--- src/rtl/pc_sequencer.sv ---
// Program counter sequencer: chooses the next PC, raises instruction/data memory
// requests, latches halt and counts retired instructions and memory stall cycles.
module pc_sequencer #(
  parameter int unsigned         PC_W     = 32,
  parameter logic [PC_W-1:0]     RESET_PC = '0,
  parameter int unsigned         CNT_W    = 32
) (
  input  logic              CLK,
  input  logic              RST,
  input  logic [PC_W-1:0]   pc_in,
  input  logic              ihit,
  input  logic              dhit,
  input  logic              dREN_in,
  input  logic              dWEN_in,
  input  logic              br_taken,
  input  logic [PC_W-1:0]   br_target,
  input  logic              jmp,
  input  logic [PC_W-1:0]   jmp_target,
  input  logic              halt_in,
  output logic [PC_W-1:0]   pc_next,
  output logic              pcWEN,
  output logic              imemREN,
  output logic              dmemREN,
  output logic              dmemWEN,
  output logic              halt,
  output logic [CNT_W-1:0]  retired_cnt,
  output logic [CNT_W-1:0]  stall_cnt
);

  typedef enum logic [1:0] {
    S_FETCH = 2'd0,
    S_DATA  = 2'd1,
    S_HALT  = 2'd2
  } state_t;

  state_t           r_state;
  state_t           w_state_nxt;
  logic [PC_W-1:0]  r_npc;
  logic [CNT_W-1:0] r_retired;
  logic [CNT_W-1:0] r_stall;

  logic [PC_W-1:0]  w_tgt_raw;
  logic [PC_W-1:0]  w_tgt;
  logic             w_npc_ld;
  logic             w_ret_inc;
  logic             w_stall_inc;

  // Jump outranks a taken branch; targets are always word aligned.
  assign w_tgt_raw = jmp      ? jmp_target :
                     br_taken ? br_target  :
                                pc_in + PC_W'(4);
  assign w_tgt     = {w_tgt_raw[PC_W-1:2], 2'b00};

  always_comb begin
    w_state_nxt = r_state;
    pc_next     = pc_in;
    pcWEN       = 1'b0;
    imemREN     = 1'b0;
    dmemREN     = 1'b0;
    dmemWEN     = 1'b0;
    w_npc_ld    = 1'b0;
    w_ret_inc   = 1'b0;
    w_stall_inc = 1'b0;
    case (r_state)
      S_FETCH: begin
        imemREN = 1'b1;
        if (!ihit) begin
          w_stall_inc = 1'b1;
        end else if (halt_in) begin
          w_state_nxt = S_HALT;
          w_ret_inc   = 1'b1;
        end else if (dREN_in || dWEN_in) begin
          w_npc_ld    = 1'b1;
          w_state_nxt = S_DATA;
        end else begin
          pcWEN     = 1'b1;
          pc_next   = w_tgt;
          w_ret_inc = 1'b1;
        end
      end
      S_DATA: begin
        dmemREN = dREN_in;
        dmemWEN = dWEN_in;
        if (dhit) begin
          pcWEN       = 1'b1;
          pc_next     = r_npc;
          w_ret_inc   = 1'b1;
          w_state_nxt = S_FETCH;
        end else begin
          w_stall_inc = 1'b1;
        end
      end
      default: ;
    endcase
    // Reset must drop requests in the same cycle, not only after the state clears.
    if (RST) begin
      pc_next = RESET_PC;
      pcWEN   = 1'b0;
      imemREN = 1'b0;
      dmemREN = 1'b0;
      dmemWEN = 1'b0;
    end
  end

  always_ff @(posedge CLK or posedge RST) begin
    if (RST) begin
      r_state   <= S_FETCH;
      r_npc     <= RESET_PC;
      r_retired <= '0;
      r_stall   <= '0;
    end else begin
      r_state <= w_state_nxt;
      if (w_npc_ld) r_npc <= w_tgt;
      if (w_ret_inc && (r_retired != '1)) r_retired <= r_retired + CNT_W'(1);
      if (w_stall_inc && (r_stall != '1)) r_stall <= r_stall + CNT_W'(1);
    end
  end

  assign halt        = (r_state == S_HALT);
  assign retired_cnt = r_retired;
  assign stall_cnt   = r_stall;

endmodule

--- config.mk ---
export PLATFORM = sky130hd
export DESIGN_NAME = pc_sequencer
export DESIGN_NICKNAME = d
export VERILOG_FILES = /design/src/rtl/pc_sequencer.sv
export SDC_FILE = /design/constraint.sdc
export NUM_CORES = 1
export LEC_CHECK = 0
export CAP_MARGIN = 0
export CORE_MARGIN = 5
export CORE_UTILIZATION = 45
export DETAILED_ROUTE_END_ITERATION = 10
export GPL_ROUTABILITY_DRIVEN = 0
export PLACE_DENSITY = 0.78
export SYNTH_ARGS = -nofsm -noshare
export SYNTH_HDL_FRONTEND = slang
export SYNTH_SLANG_ARGS = --single-unit
--- constraint.sdc ---
create_clock -name CLK -period 31.6 [get_ports CLK]
set_clock_uncertainty 0.2 [all_clocks]
set_input_delay 9.48 -clock CLK [delete_from_list [all_inputs] [get_ports CLK]]
set_output_delay 9.48 -clock CLK [all_outputs]
set_load 0.05 [all_outputs]
### Word-level counts from Yosys, hierarchy flattened

Index checks and enable logic that the tools add are counted.

* register bits: 96
* input port bits: 105
* output and inout port bits: 101

* reductions and logical operators: 6
* equality and inequality tests: 7
* $add $sub $neg: 3
* mux-type cells: 35

Operator list (count)
* 32-bit 2-to-1 mux: 7
* 32-bit by 1-bit adder with 32-bit output (second input constant): 2
* 32-bit != test (second input constant): 2
* 32-bit one-hot mux with 2 select lines: 1
* 32-bit by 3-bit adder with 32-bit output (second input constant): 1
* 1-bit 2-to-1 mux: 19
* 2-bit 2-to-1 mux: 4
* 1-bit one-hot mux with 2 select lines: 3
* 2-bit != test (second input constant): 2
* 2-bit one-hot mux with 2 select lines: 1
* 4-bit AND reduction: 1
* 3-bit != test (second input constant): 1
* 2-bit by 1-bit == test with 1-bit output (second input constant): 1
* 2-bit == test (second input constant): 1
* 1-bit logical AND: 2
* 2-bit logical NOT: 1
* 2-bit nonzero test: 1
* 1-bit logical OR: 1

### Logic depth before layout (Yosys ltp)

* depth after elaboration: 8
* mapped depth: 9
* depth with buffers taken out: 7

### Worst setup path before layout

Ideal clock, no wire load.

* path kind: input-to-output
* start: in RST
* end: out pc_next[30]
* setup slack: 7.686 ns
* cell stages on the path: 5
* arrival: 14.234 ns
* path buffers: 2
* cells stage by stage: clkbuf_1 > inv_1 > clkbuf_1 > o21ai_0 > nor3_1

* cells in the longest elaborated chain, start to end: 1

Ends and longest elaborated chain
* start, declared: RTL line 9 `input logic RST,`
* 32-bit 2-to-1 mux: RTL line 96 `if (RST) begin`
* end, declared: RTL line 20 `output logic [PC_W-1:0] pc_next,`

No other way between the ends.

### Worst setup path after layout

* start: in ihit
* end: out pc_next[28]

* cells in the longest elaborated chain, start to end: 3

Ends and longest elaborated chain
* start, declared: RTL line 11 `input logic ihit,`
* 32-bit 2-to-1 mux: RTL line 67 `if (!ihit) begin`
* 32-bit one-hot mux with 2 select lines: RTL line 64 `case (r_state)`
* 32-bit 2-to-1 mux: RTL line 96

No other way between the ends.

==> summary.txt <==
Worst setup path
  – Setup CP Type: input pin to primary output
  – RR Startpoint: r_state[0]
  – CP arrival: 13420 ps
  – R2r worst-path depth: 6
  – Worst-path fanout max: 13
  – Worst reg2reg setup slack: 28800 ps
  – RR Endpoint: retired_cnt[26]
  – CP required: 21920 ps
  – Nature of the critical path startpoint: input pin
  – CP endpoint kind: primary output
  – Critical Path Source: ihit

Synthesis
  – Synthesized flop and latch total: 96
  – Syn Inst Count: 731
  – Avg Cell Area, Syn: 8.75 um^2
  – Netlist Area Pre-Place: 0.00640 mm^2
  – Ys async rst share: 100%
  – Top cells by area, synth: dfrtp_1 (38%), xnor2_1 (7.9%), a221oi_1 (4.8%)
  – Synth cell types: 67
  – Synth warnings: 0
  – Sequential-to-total area share from yosys stat: 37.5%
  – Post-synth top area cell: dfrtp_1
  – Commonest cells in the netlist: dfrtp_1 (96), nand2_1 (74), xnor2_1 (58)
  – Post-synth top area share: 37.5%
  – Primary FF master, synth: dfrtp_1
  – Most frequent cell after synthesis: dfrtp_1
  – Syn_nets: 839
  – Post-synth EDFFs: 0

GRT
  – Vias in the first global route: 6417
  – First-pass GRT wire length: 33900 um
  – Initial antenna violation count: 0
  – Gr usage total: 25.5%
  – Remaining global-route overflow: 0
  – Largest net degree at the start of global routing: 68

Die
  – Die area: 0.0167 mm^2
  – Initial Util: 45.9%
  – Rows: 43
  – Core Region: 0.0139 mm^2
  – Die height: 129 um
  – Chip Width: 129 um
  – I/O pins: 206

Timing
  – Hold Violations, Final: 0
  – Max Slew Vio Count: 0
  – Tcrit/Tclk final: 73.1%
  – Min Tclk post-route: 23100 ps
  – Endpoints failing setup: 0
  – Tightest Pin Transition: 922 ps
  – Setup ws final: 8500 ps
  – Worst rel slew slack: 38.4%
  – Max frequency: 0.0433 GHz
  – Setup TNS: 0 ps
  – RSZ-0062 raised after global routing: no

Min path
  – Worst Hold Path EP: r_npc[15]
  – HP Start: r_npc[15]
  – Hold Path Stages: 2
  – Hold/Removal Path Class: flop to flop

Drt
  – Starting DRT DRC Count: 533
  – Routed WL per cell: 19.2 um
  – Drt first pass iters: 6
  – ANT nets after route: 0
  – Remaining DRCs: 0
  – Via Count: 6510
  – DR vias/cell: 5.93
  – Drt total wl: 21100 um

Placement
  – Post-place setup slack: 8520 ps
  – Area post-placement: 0.00856 mm^2
  – Port buffer count: 201
  – Placed insts: 1081
  – DP HPWL: 15000 um

Status
  – Status: finished clean

Pwr
  – Total power: 0.280 mW
  – VDD IR-drop max: 0.0000298 V
  – P_leak: 3.68 nW
  – Power density over the cells: 31.6 mW/mm^2

Clock tree
  – Clock Pin Slew Worst Setup and Hold Paths: 70 ps
  – Clock latency on the worst-skew pair: 350 ps
  – Htree depth: 3
  – Clk root buf: clkbuf_16
  – Clock buffer count from CTS: 9
  – Setup Fix Bufs, Post-CTS: 0
  – CTS Sinks: 96
  – Clock Path Buffers: 2
  – CTS tree: built
  – Hold buffer count at CTS: 0
  – Post_cts resized: 0

Final layout
  – Ant diodes: 0
  – Layout Cells excl Fill: 1097
  – Fin nets: 1020
  – Cell area after layout: 0.00883 mm^2
  – Synth-to-Final Area Change: 38.0%
  – Share of cells above drive strength 1: 6.11%

Run
  – MaxCap Viol Count: 0
-- worst max path at each step --
| stage | end | slack (ps) | cells past startpoint |
|---|---|---|---|
| 2_1_floorplan | pc_next[30] | 7690 | 5 |
| 3_3_place_gp | pc_next[28] | 8520 | 7 |
| 3_5_place_dp | pc_next[28] | 8520 | 7 |
| 4_1_cts | pc_next[28] | 8510 | 7 |
| 5_1_grt | pc_next[28] | 8150 | 7 |
| 6_report | pc_next[28] | 8500 | 7 |
-- power by group --
group / total, mW / internal [mW] / leakage, nW / switching [mW]
registers: 0.125 / 0.124 / 1.28 / 0.000967
clock network: 0.104 / 0.0543 / 0.132 / 0.0497
logic: 0.0501 / 0.0223 / 2.26 / 0.0277
-- critical path: stages --
cell and delay, ps:
clkdlybuf4s50_1 470, nor2b_1 510, nand3_1 660, nor2_1 860, a21oi_1 170, a2111oi_2 380
clkdlybuf4s50_1 880
-- cell usage in the layout, fill, tap and decap left out, types with 3 or more instances in the layout --
cell and instances:
nand2b_1 8, a21oi_1 30, xnor2_1 58, a211oi_1 6, a222oi_1 5, o21ai_0 33, a21boi_0 5, a22oi_1 3
a21o_1 5, o21a_1 3, xor2_1 22, and3_1 13, a22o_1 11, nand3_1 45, nor4_1 8, o22ai_1 3
o221ai_1 3, clkdlybuf4s50_1 201, buf_4 9, nor2b_1 3, nor2_1 52, ha_1 3, mux2i_1 4, mux2_2 10
a221o_1 5, a221oi_1 35, nor3b_1 3, and2_1 8, or2_2 3, clkbuf_16 9, nand4_1 28, nor3_1 28
inv_1 28, dfrtp_1 95, nand2_1 74, and4_1 9, o211a_1 4
-- registers in the layout (all words and copies together) (netlist names) --
name / flops
retired_cnt: 32
r_npc: 30
stall_cnt: 32
r_state: 2
-- routing by layer --
metal	share of wire [%]	global-route usage [%]	up-vias	wire length, um
li1	-	-	3066	-
met1	42	34.2	3132	8760
met2	46	40.5	282	9760
met3	10	7.79	30	2160
met4	1.9	6.55	0	405
met5	0	0	-	0
-- final cells by class --
class / count / area [um^2]
clock buffers: 11 / 233
clock inverters: 5 / 41.3
fillers: 1185 / 5100
inverters: 31 / 119
multi-input cells: 564 / 3730
flip-flops and latches: 96 / 2400
well taps: 180 / 225
repair buffers: 210 / 2080
-- logic make-up after synthesis --
logic type      share of synthesized area, %
compound gates                          19.6
xor+xnor                                10.9
fa+ha+maj                              0.587
buf+inv                                 4.32
flops                                   37.5
mux                                     2.39
simple gates                            24.6
-- through the flow --
step | utilization, % | hold slack [ps]
floorplan | - | 249
global placement | 61.4 | 261
detailed placement | 61.4 | 275
CTS | 63.4 | 290
global route | 63.4 | 307
finish | 63.4 | 291
Power figures use the tool's default switching activity.
